--- src/rtl/decompressor_pkg.sv ---
// Shared types and job field widths for the decompressor job scheduler and its lane pickers.
package decompressor_pkg;
  typedef enum logic [1:0] {
    IDLE   = 2'd0,
    SELECT = 2'd1,
    ISSUE  = 2'd2
  } sched_state_e;

  localparam int JOB_ID_W = 16;
  localparam int ADDR_W   = 64;
  localparam int LEN_MSB  = 31;
  localparam int LEN_LSB  = 6;
endpackage

--- src/rtl/lane_grant_picker.sv ---
// Combinational lane picker: free vector (+ pointer) to one-hot grant and index.
// Round-robin from the pointer when DEC_SCHED_ROUND_ROBIN_EN is defined, else lowest-index first.
module lane_grant_picker #(
  parameter int N   = 3,
  parameter int LOG = 2
) (
  input  logic [N-1:0]   free,
  input  logic [LOG-1:0] ptr,
  output logic [N-1:0]   onehot,
  output logic [LOG-1:0] idx,
  output logic           any
);
`ifdef DEC_SCHED_ROUND_ROBIN_EN
  logic [LOG-1:0] lane;

  always_comb begin
    onehot = '0;
    idx    = '0;
    any    = 1'b0;
    lane   = '0;
    // walk upward from the pointer, wrapping modulo N
    for (int k = 0; k < N; k++) begin
      lane = LOG'((int'(ptr) + k) % N);
      if (!any && free[lane]) begin
        any          = 1'b1;
        onehot[lane] = 1'b1;
        idx          = lane;
      end
    end
  end
`else
  logic unused_ptr;
  assign unused_ptr = ^ptr;

  always_comb begin
    onehot = '0;
    idx    = '0;
    any    = 1'b0;
    for (int k = 0; k < N; k++) begin
      if (!any && free[k]) begin
        any       = 1'b1;
        onehot[k] = 1'b1;
        idx       = LOG'(k);
      end
    end
  end
`endif
endmodule

--- src/rtl/decompressor_job_scheduler.sv ---
// Accepts decompression jobs and broadcasts each to one free lane via a one-hot select.
// DEC_SCHED_ROUND_ROBIN_EN selects round-robin lane choice; otherwise fixed priority.
module decompressor_job_scheduler
  import decompressor_pkg::*;
#(
  parameter int NUM_DECOMPRESSOR     = 3,
  parameter int NUM_DECOMPRESSOR_LOG = 2
) (
  input  logic                            clk,
  input  logic                            rst,
  input  logic                            job_req_valid,
  output logic                            job_req_ready,
  input  logic [JOB_ID_W-1:0]             job_id_in,
  input  logic [ADDR_W-1:0]               des_address_in,
  input  logic [LEN_MSB:LEN_LSB]          decompression_length_in,
  output logic                            job_valid,
  output logic [JOB_ID_W-1:0]             job_id_out,
  output logic [ADDR_W-1:0]               des_address_out,
  output logic [LEN_MSB:LEN_LSB]          decompression_length_out,
  output logic [NUM_DECOMPRESSOR-1:0]     dec_select_idle,
  input  logic [NUM_DECOMPRESSOR-1:0]     dec_done,
  output logic [NUM_DECOMPRESSOR-1:0]     busy_vec,
  output logic [NUM_DECOMPRESSOR_LOG:0]   busy_count,
  output logic                            sched_error
);
  localparam int N   = NUM_DECOMPRESSOR;
  localparam int LOG = NUM_DECOMPRESSOR_LOG;

  sched_state_e           state;
  logic [JOB_ID_W-1:0]    id_q;
  logic [ADDR_W-1:0]      addr_q;
  logic [LEN_MSB:LEN_LSB] len_q;
  logic [N-1:0]           pick_oh;
  logic [LOG-1:0]         pick_idx;
  logic                   pick_any;
  logic [LOG-1:0]         pick_ptr;
  logic [N-1:0]           issue_set;

`ifdef DEC_SCHED_ROUND_ROBIN_EN
  logic [LOG-1:0] ptr;
  logic [LOG-1:0] grant_idx_q;
  assign pick_ptr = ptr;
`else
  logic unused_idx;
  assign unused_idx = ^pick_idx;
  assign pick_ptr   = '0;
`endif

  lane_grant_picker #(.N(N), .LOG(LOG)) u_picker (
    .free   (~busy_vec),
    .ptr    (pick_ptr),
    .onehot (pick_oh),
    .idx    (pick_idx),
    .any    (pick_any)
  );

  assign job_id_out               = id_q;
  assign des_address_out          = addr_q;
  assign decompression_length_out = len_q;

  // select is only non-zero during ISSUE, so it doubles as the busy-set vector
  assign issue_set = dec_select_idle;

  always_ff @(posedge clk) begin
    if (rst) begin
      state           <= IDLE;
      job_req_ready   <= 1'b1;
      job_valid       <= 1'b0;
      dec_select_idle <= '0;
      id_q            <= '0;
      addr_q          <= '0;
      len_q           <= '0;
`ifdef DEC_SCHED_ROUND_ROBIN_EN
      ptr             <= '0;
      grant_idx_q     <= '0;
`endif
    end else begin
      case (state)
        IDLE: begin
          if (job_req_valid && job_req_ready) begin
            id_q          <= job_id_in;
            addr_q        <= des_address_in;
            len_q         <= decompression_length_in;
            job_req_ready <= 1'b0;
            state         <= SELECT;
          end
        end
        SELECT: begin
          if (pick_any) begin
            dec_select_idle <= pick_oh;
            job_valid       <= 1'b1;
`ifdef DEC_SCHED_ROUND_ROBIN_EN
            grant_idx_q     <= pick_idx;
`endif
            state           <= ISSUE;
          end
        end
        ISSUE: begin
          job_valid       <= 1'b0;
          dec_select_idle <= '0;
          job_req_ready   <= 1'b1;
          state           <= IDLE;
`ifdef DEC_SCHED_ROUND_ROBIN_EN
          ptr <= (grant_idx_q == LOG'(N - 1)) ? '0 : grant_idx_q + 1'b1;
`endif
        end
        default: begin
          job_valid       <= 1'b0;
          dec_select_idle <= '0;
          job_req_ready   <= 1'b1;
          state           <= IDLE;
        end
      endcase
    end
  end

  always_ff @(posedge clk) begin
    if (rst) begin
      busy_vec    <= '0;
      sched_error <= 1'b0;
    end else begin
      busy_vec <= (busy_vec & ~dec_done) | issue_set;
      // done on an idle lane, or done colliding with an issue, is a protocol violation
      if (|(dec_done & ~busy_vec) || |(dec_done & issue_set))
        sched_error <= 1'b1;
    end
  end

  always_comb begin
    busy_count = '0;
    for (int i = 0; i < N; i++)
      busy_count = busy_count + (LOG + 1)'(busy_vec[i]);
  end
endmodule

--- config.mk ---
export PLATFORM = sky130hd
export DESIGN_NAME = decompressor_job_scheduler
export DESIGN_NICKNAME = d
export VERILOG_FILES = /design/src/rtl/decompressor_pkg.sv /design/src/rtl/lane_grant_picker.sv /design/src/rtl/decompressor_job_scheduler.sv
export SDC_FILE = /design/constraint.sdc
export NUM_CORES = 1
export LEC_CHECK = 0
export BUFFER_PORTS_ARGS = -buffer_cell sky130_fd_sc_hd__buf_2
export CAP_MARGIN = 40
export CORE_MARGIN = 4
export CORE_UTILIZATION = 36
export CTS_CLUSTER_SIZE = 20
export DETAILED_ROUTE_END_ITERATION = 16
export GPL_TIMING_DRIVEN = 0
export MAX_ROUTING_LAYER = met4
export PLACE_DENSITY_LB_ADDON = 0.12
export SYNTH_ARGS = -nofsm -noshare
export SYNTH_HDL_FRONTEND = slang
export SYNTH_SLANG_ARGS = --single-unit
--- constraint.sdc ---
create_clock -name clk -period 1.9 [get_ports clk]
set_input_delay 0.285 -clock clk [delete_from_list [all_inputs] [get_ports clk]]
set_output_delay 0.285 -clock clk [all_outputs]
set_load 0.01 [all_outputs]
==> impl_metrics.csv, run 1 <==
group,metric,value,unit
clocking,cts.htree.levels,4,
floorplan,start_util,0.3731,
clocking,path_clk_slew,50,ps
power,p_clk_frac,0.434,
route,via_count,4207,
grt,antenna_found_initial,1,
grt,grtUsageTotal,0.1910,
grt,grt_max_degree,17,
clocking,clock_sinks,117,
floorplan,die_area,13150,sq um
worst_hold_path,hp-class,"input pin to flop",
floorplan,core,10980,sq um
finish,layout.nets,872,
grt,top_usage_layer,"met2",
placed_design,routabilityCongestion,0.8154,
power,p_seq_frac,0.427,
synthesis,ys.warnings.count,0,
clocking,clock_path_buffers,2,
critical_path,startpoint_type,"flop",
finish,regArea,2342,sq um
critical_path,path_class,"flop to output pin",
synthesis,yosysTopAreaCellShare,0.5716,
floorplan,io_pins,230,
floorplan,chipHeight,114.7,microns
grt,use_met3,0.06131,
placed_design,port-buffer-count,227,
grt,grt_overflow_total,0,
placed_design,dp_slack,30.35,ps
clocking,cts_tree,"built",
finish,multi_input_area,1530,sq um
route,drtAntennaViolNets,0,
floorplan,die_x,114.7,microns
synthesis,synthesis.area,4098,sq um
timing,period_share,0.9355,
power,switching_share,0.2559,
synthesis,yosys.area.top_type,"dfxtp_1",
power,switchingPower,1634,uW
timing,fin_tns_setup,0,ps
finish,final_util,0.5395,
timing,final-hold-violation-count,0,
power,peakVddDrop,0.0005383,V
critical_path,cp_top_family,"flip-flops",
timing,finalCriticalPeriod,1778,ps
critical_path,path_cells,"fa_1 -> buf_2",
finish,drive_gt1_frac,0.3528,
timing,worst_pin_slew,604.9,ps
timing,slew_headroom,0.5967,
power,intPower,4752,uW
critical_path,endpoint_kind,"output pin",
floorplan,row_count,38,
clocking,cts_root_buf,"clkbuf_16",
route,routed_wl,12370,microns
grt,grt_pass1_vias,4019,
synthesis,synth.distinct_cells,24,
route,vias_per_cell,4.613,
power,p_per_area,1078,nW/um^2
timing,setup_violations,0,
finish,syn_to_final_growth,44.61,%
route,dr.first_iter.drc_count,210,
timing,hold_slack,117.4,ps
timing,rsz0062_at_grt,"false",
critical_path,cp_max_fo,8,
route,remaining_drc_errors,0,
clocking,cts_buffers,17,
grt,gr-usage-met1,0.2330,
run,maxCapViolCount,0,
synthesis,synth.area.top_cells,"dfxtp_1 (57%), nand2_1 (20%), a21oi_1 (14%), clkbuf_1 (1.8%), buf_2 (1.5%)",
synthesis,syn_area_per_cell,7.988,sq um
power,leakage,0.002845,uW
power,comb_power_share,0.139,
timing,worst_slack,122.5,ps
grt,grt_use_met2,0.2926,
status,status,"finished, final reports clean",
critical_path,cp.arrival,1490,ps
clocking,cts-resized-gates,0,
placed_design,dpl.hpwl,9357,microns
route,firstDrtPassIters,4,
clocking,cts_setup_buffers,0,
timing,slew_viol_final,0,
timing,clock_skew,4.899,ps
clocking,cts_hold_buf,0,
critical_path,slowest_stage,"dfxtp_1",
finish,fill_cells,1083,
timing,fmax,562.6,MHz
critical_path,crit_required,1620,ps
clocking,clk_latency,400,ps
power,p_total,6385,uW
synthesis,ys_seq_area_frac,0.5716,
synthesis,synthCells,513,
critical_path,worst_path_largest_cell_delay,480,ps
critical_path,critPathBufInv,1,
grt,grt_first_pass_wirelength,19140,microns
synthesis,ys_ff_latch,117,
synthesis,synth_nets,626,
route,routedWlPerCell,13.56,microns
==> per-layer routing <==
metal | vias up | share of wire
li1 | 2142 | -
met1 | 1883 | 0.44
met2 | 166 | 0.46
met3 | 16 | 0.090
met4 | 0 | 0.014
met5 | - | 0
==> worst reg2reg max path, stage by stage (launching register included) <==
cell and delay, ps:
dfxtp_1 300, buf_2 170, nand4bb_1 140, buf_2 230
clkbuf_1 420, nand2_1 110, a21oi_1 170
==> area by class of cell <==
class,count,area share
Sequential cell,117,0.3953
Multi-Input combinational cell,351,0.2582
Timing Repair Buffer,227,0.1917
Clock buffer,26,0.08256
Buffer,39,0.03421
Tap cell,140,0.02956
Clock inverter,5,0.004223
Inverter,6,0.003801
Antenna cell,1,0.0004223
==> through the flow <==
stage,std cells,cell area (sq um)
floorplan,513,4098
global placement,880,5409
detailed placement,880,5409
CTS,911,5923
global route,912,5926
finish,912,5926
==> sequential cells by signal, indices dropped and copies added (netlist names) <==
signal / cells
state: 2
des_address_out: 64
job_req_ready: 1
busy_vec: 3
job_id_out: 16
decompression_length_out: 26
sched_error: 1
job_valid: 1
dec_select_idle: 3
==> synth_stat cells <==
library cell	n
and4bb_2	1
a211oi_1	2
nand2_1	214
clkbuf_1	20
a21oi_1	113
dfxtp_1	117
buf_4	3
inv_1	6
nand4bb_1	1
and3_1	1
o21bai_1	1
conb_1	1
fa_1	1
a31oi_1	1
o21ai_0	4
a2111oi_0	1
nor2_1	4
nand3_1	1
nand2b_1	1
nor3_1	1
buf_6	4
buf_2	12
or3_1	2
nor4_1	1
==> path summary, 6_finish.rpt <==
kind / start / endpoint / slack, ps / cells after the start
hold / removal: job_id_in[0] / job_id_out[0] / 120 / 3
setup / recovery: busy_vec[1] / busy_count[0] / 120 / 2
setup reg to reg: state[1] / des_address_out[39] / 290 / 6
hold reg to reg: des_address_out[55] / des_address_out[55] / 450 / 2
==> layout by cell type (no fill, tap or decap), types with 2 or more instances in the layout <==
cell type    n
nor2_1       4
clkbuf_1    26
clkinv_2     5
nand2_1    214
dfxtp_1    117
inv_1        6
buf_4        3
clkbuf_8     3
a21oi_1    113
buf_2      239
clkbuf_16   17
a211oi_1     2
buf_6        4
o21ai_0      4
or3_1        2
==> power by group through the flow <==
stage	combinational, uW	sequential [uW]	clock (uW)
6_report	888	2730	2770
5_1_grt	999	2750	2970
4_1_cts	902	2730	2840
3_5_place_dp	900	2770	0
3_3_place_gp	886	2770	0
2_1_floorplan	401	2850	0
==> cell families after synthesis <==
logic type / Yosys count / share of synthesized area
flip-flops: 117 / 0.5716
other: 1 / 0.0009152
AO/OA/AOI/OAI: 122 / 0.1521
adder cells (fa/ha/maj): 1 / 0.004886
AND/OR/NAND/NOR: 227 / 0.2156
buffers and inverters: 45 / 0.05496
Power figures use the tool's default switching activity.
==> inputs of run 2 (changes only) <==
--- a/config.mk
+++ b/config.mk
@@ -14,6 +14,7 @@
 export GPL_TIMING_DRIVEN = 0
 export MAX_ROUTING_LAYER = met4
 export PLACE_DENSITY_LB_ADDON = 0.12
+export RECOVER_POWER = 50
 export SYNTH_ARGS = -nofsm -noshare
 export SYNTH_HDL_FRONTEND = slang
 export SYNTH_SLANG_ARGS = --single-unit
==> impl_metrics.csv, run 2 (synthesized netlist as in run 1, its figures left out) <==
group,metric,value,unit
clocking,cts-resized-gates,0,
route,drtAntennaViolNets,0,
timing,hold_slack,117.4,ps
clocking,cts.htree.levels,4,
grt,grt_pass1_vias,4019,
critical_path,slowest_stage,"dfxtp_1",
route,via_count,4219,
timing,worst_pin_slew,603.3,ps
timing,clock_skew,5.041,ps
critical_path,path_class,"flop to output pin",
route,remaining_drc_errors,0,
critical_path,cp_max_fo,8,
route,dr.first_iter.drc_count,208,
floorplan,die_area,13150,sq um
clocking,cts_root_buf,"clkbuf_16",
floorplan,start_util,0.3731,
critical_path,cp_top_family,"flip-flops",
timing,fmax,563.8,MHz
route,routed_wl,12390,microns
grt,grt_first_pass_wirelength,19140,microns
floorplan,row_count,38,
critical_path,worst_path_largest_cell_delay,480,ps
critical_path,endpoint_kind,"output pin",
critical_path,crit_required,1620,ps
critical_path,startpoint_type,"flop",
timing,slew_headroom,0.5978,
power,peakVddDrop,0.0005370,V
timing,finalCriticalPeriod,1774,ps
critical_path,path_cells,"fa_1 -> buf_2",
timing,setup_violations,0,
finish,multi_input_area,1530,sq um
timing,period_share,0.9335,
finish,layout.nets,872,
power,leakage,0.002403,uW
grt,antenna_found_initial,1,
finish,mostFrequentLayoutCell,"nand2_1",
clocking,cts_setup_buffers,0,
worst_hold_path,hp-class,"input pin to flop",
grt,grt_overflow_total,0,
power,p_per_area,1097,nW/um^2
run,maxCapViolCount,0,
floorplan,die_x,114.7,microns
timing,rsz0062_at_grt,"false",
timing,final-hold-violation-count,0,
clocking,clk_latency,400,ps
finish,regArea,2342,sq um
floorplan,core,10980,sq um
critical_path,critPathBufInv,1,
timing,fin_tns_setup,0,ps
timing,slew_viol_final,0,
placed_design,dpl.hpwl,9357,microns
clocking,clock_sinks,117,
route,routedWlPerCell,13.58,microns
finish,fill_cells,1115,
finish,drive_gt1_frac,0.2114,
floorplan,io_pins,230,
clocking,clock_path_buffers,2,
finish,largest_reg_flops,64,
finish,mostFrequentLayoutCells,"nand2_1 (214), clkbuf_1 (135), buf_2 (130)",
route,vias_per_cell,4.626,
clocking,path_clk_slew,50,ps
clocking,cts_buffers,17,
placed_design,routabilityCongestion,0.8154,
grt,grtUsageTotal,0.1910,
clocking,cts_hold_buf,0,
critical_path,cp.arrival,1490,ps
finish,syn_to_final_growth,41.28,%
placed_design,port-buffer-count,227,
floorplan,chipHeight,114.7,microns
status,status,"finished, final reports clean",
grt,grt_max_degree,17,
route,firstDrtPassIters,6,
clocking,cts_tree,"built",
[run 2: power breakdown]
group	switching [uW]	internal (uW)	total [uW]	leakage, uW
Clock	1030	1750	2780	0.000258
Combinational	520	324	844	0.00119
Sequential	94.5	2640	2730	0.000959
[run 2: per-layer routing]
metal	up-vias	wire length [microns]	global-route usage
met5	-	0	-
met4	0	197	0.07825
met3	18	1135	0.06131
met2	167	5655	0.2926
met1	1890	5397	0.2330
li1	2144	-	-
[run 2: final cells by class]
type	count	share of cell area
clock inverter	5	0.004322
buffer	39	0.03501
clock buffer	26	0.08450
tap	140	0.03026
sequential	117	0.4046
multi-input combinational	351	0.2643
inverter	6	0.003890
timing repair buffer	227	0.1727
antenna	1	0.0004322
[run 2: stage by stage]
stage          utilization  power [uW]  worst slack, ps  cells  area (sq um)
2_1_floorplan            -        3256            613.1    513          4098
3_3_place_gp        0.4925        3652            59.87    880          5409
3_5_place_dp        0.4925        3673            30.35    880          5409
4_1_cts             0.5393        6466            89.52    911          5923
5_1_grt             0.5271        6677            67.76    912          5789
6_report            0.5271        6351            126.3    912          5789
[run 2: worst register-to-register path, stage by stage (launching register included)]
cell and delay [ps]:
dfxtp_1 300, buf_2 170, nand4bb_1 140, buf_2 230, clkbuf_1 410, nand2_1 110, a21oi_1 170
[run 2: path summary, 6_finish.rpt]
| path | from | to | slack, ps | cells past startpoint |
|---|---|---|---|---|
| setup / recovery | busy_vec[1] | busy_count[0] | 130 | 2 |
| hold / removal | job_id_in[0] | job_id_out[0] | 120 | 3 |
| setup reg to reg | state[1] | des_address_out[39] | 290 | 6 |
| hold reg to reg | des_address_out[55] | des_address_out[55] | 450 | 2 |
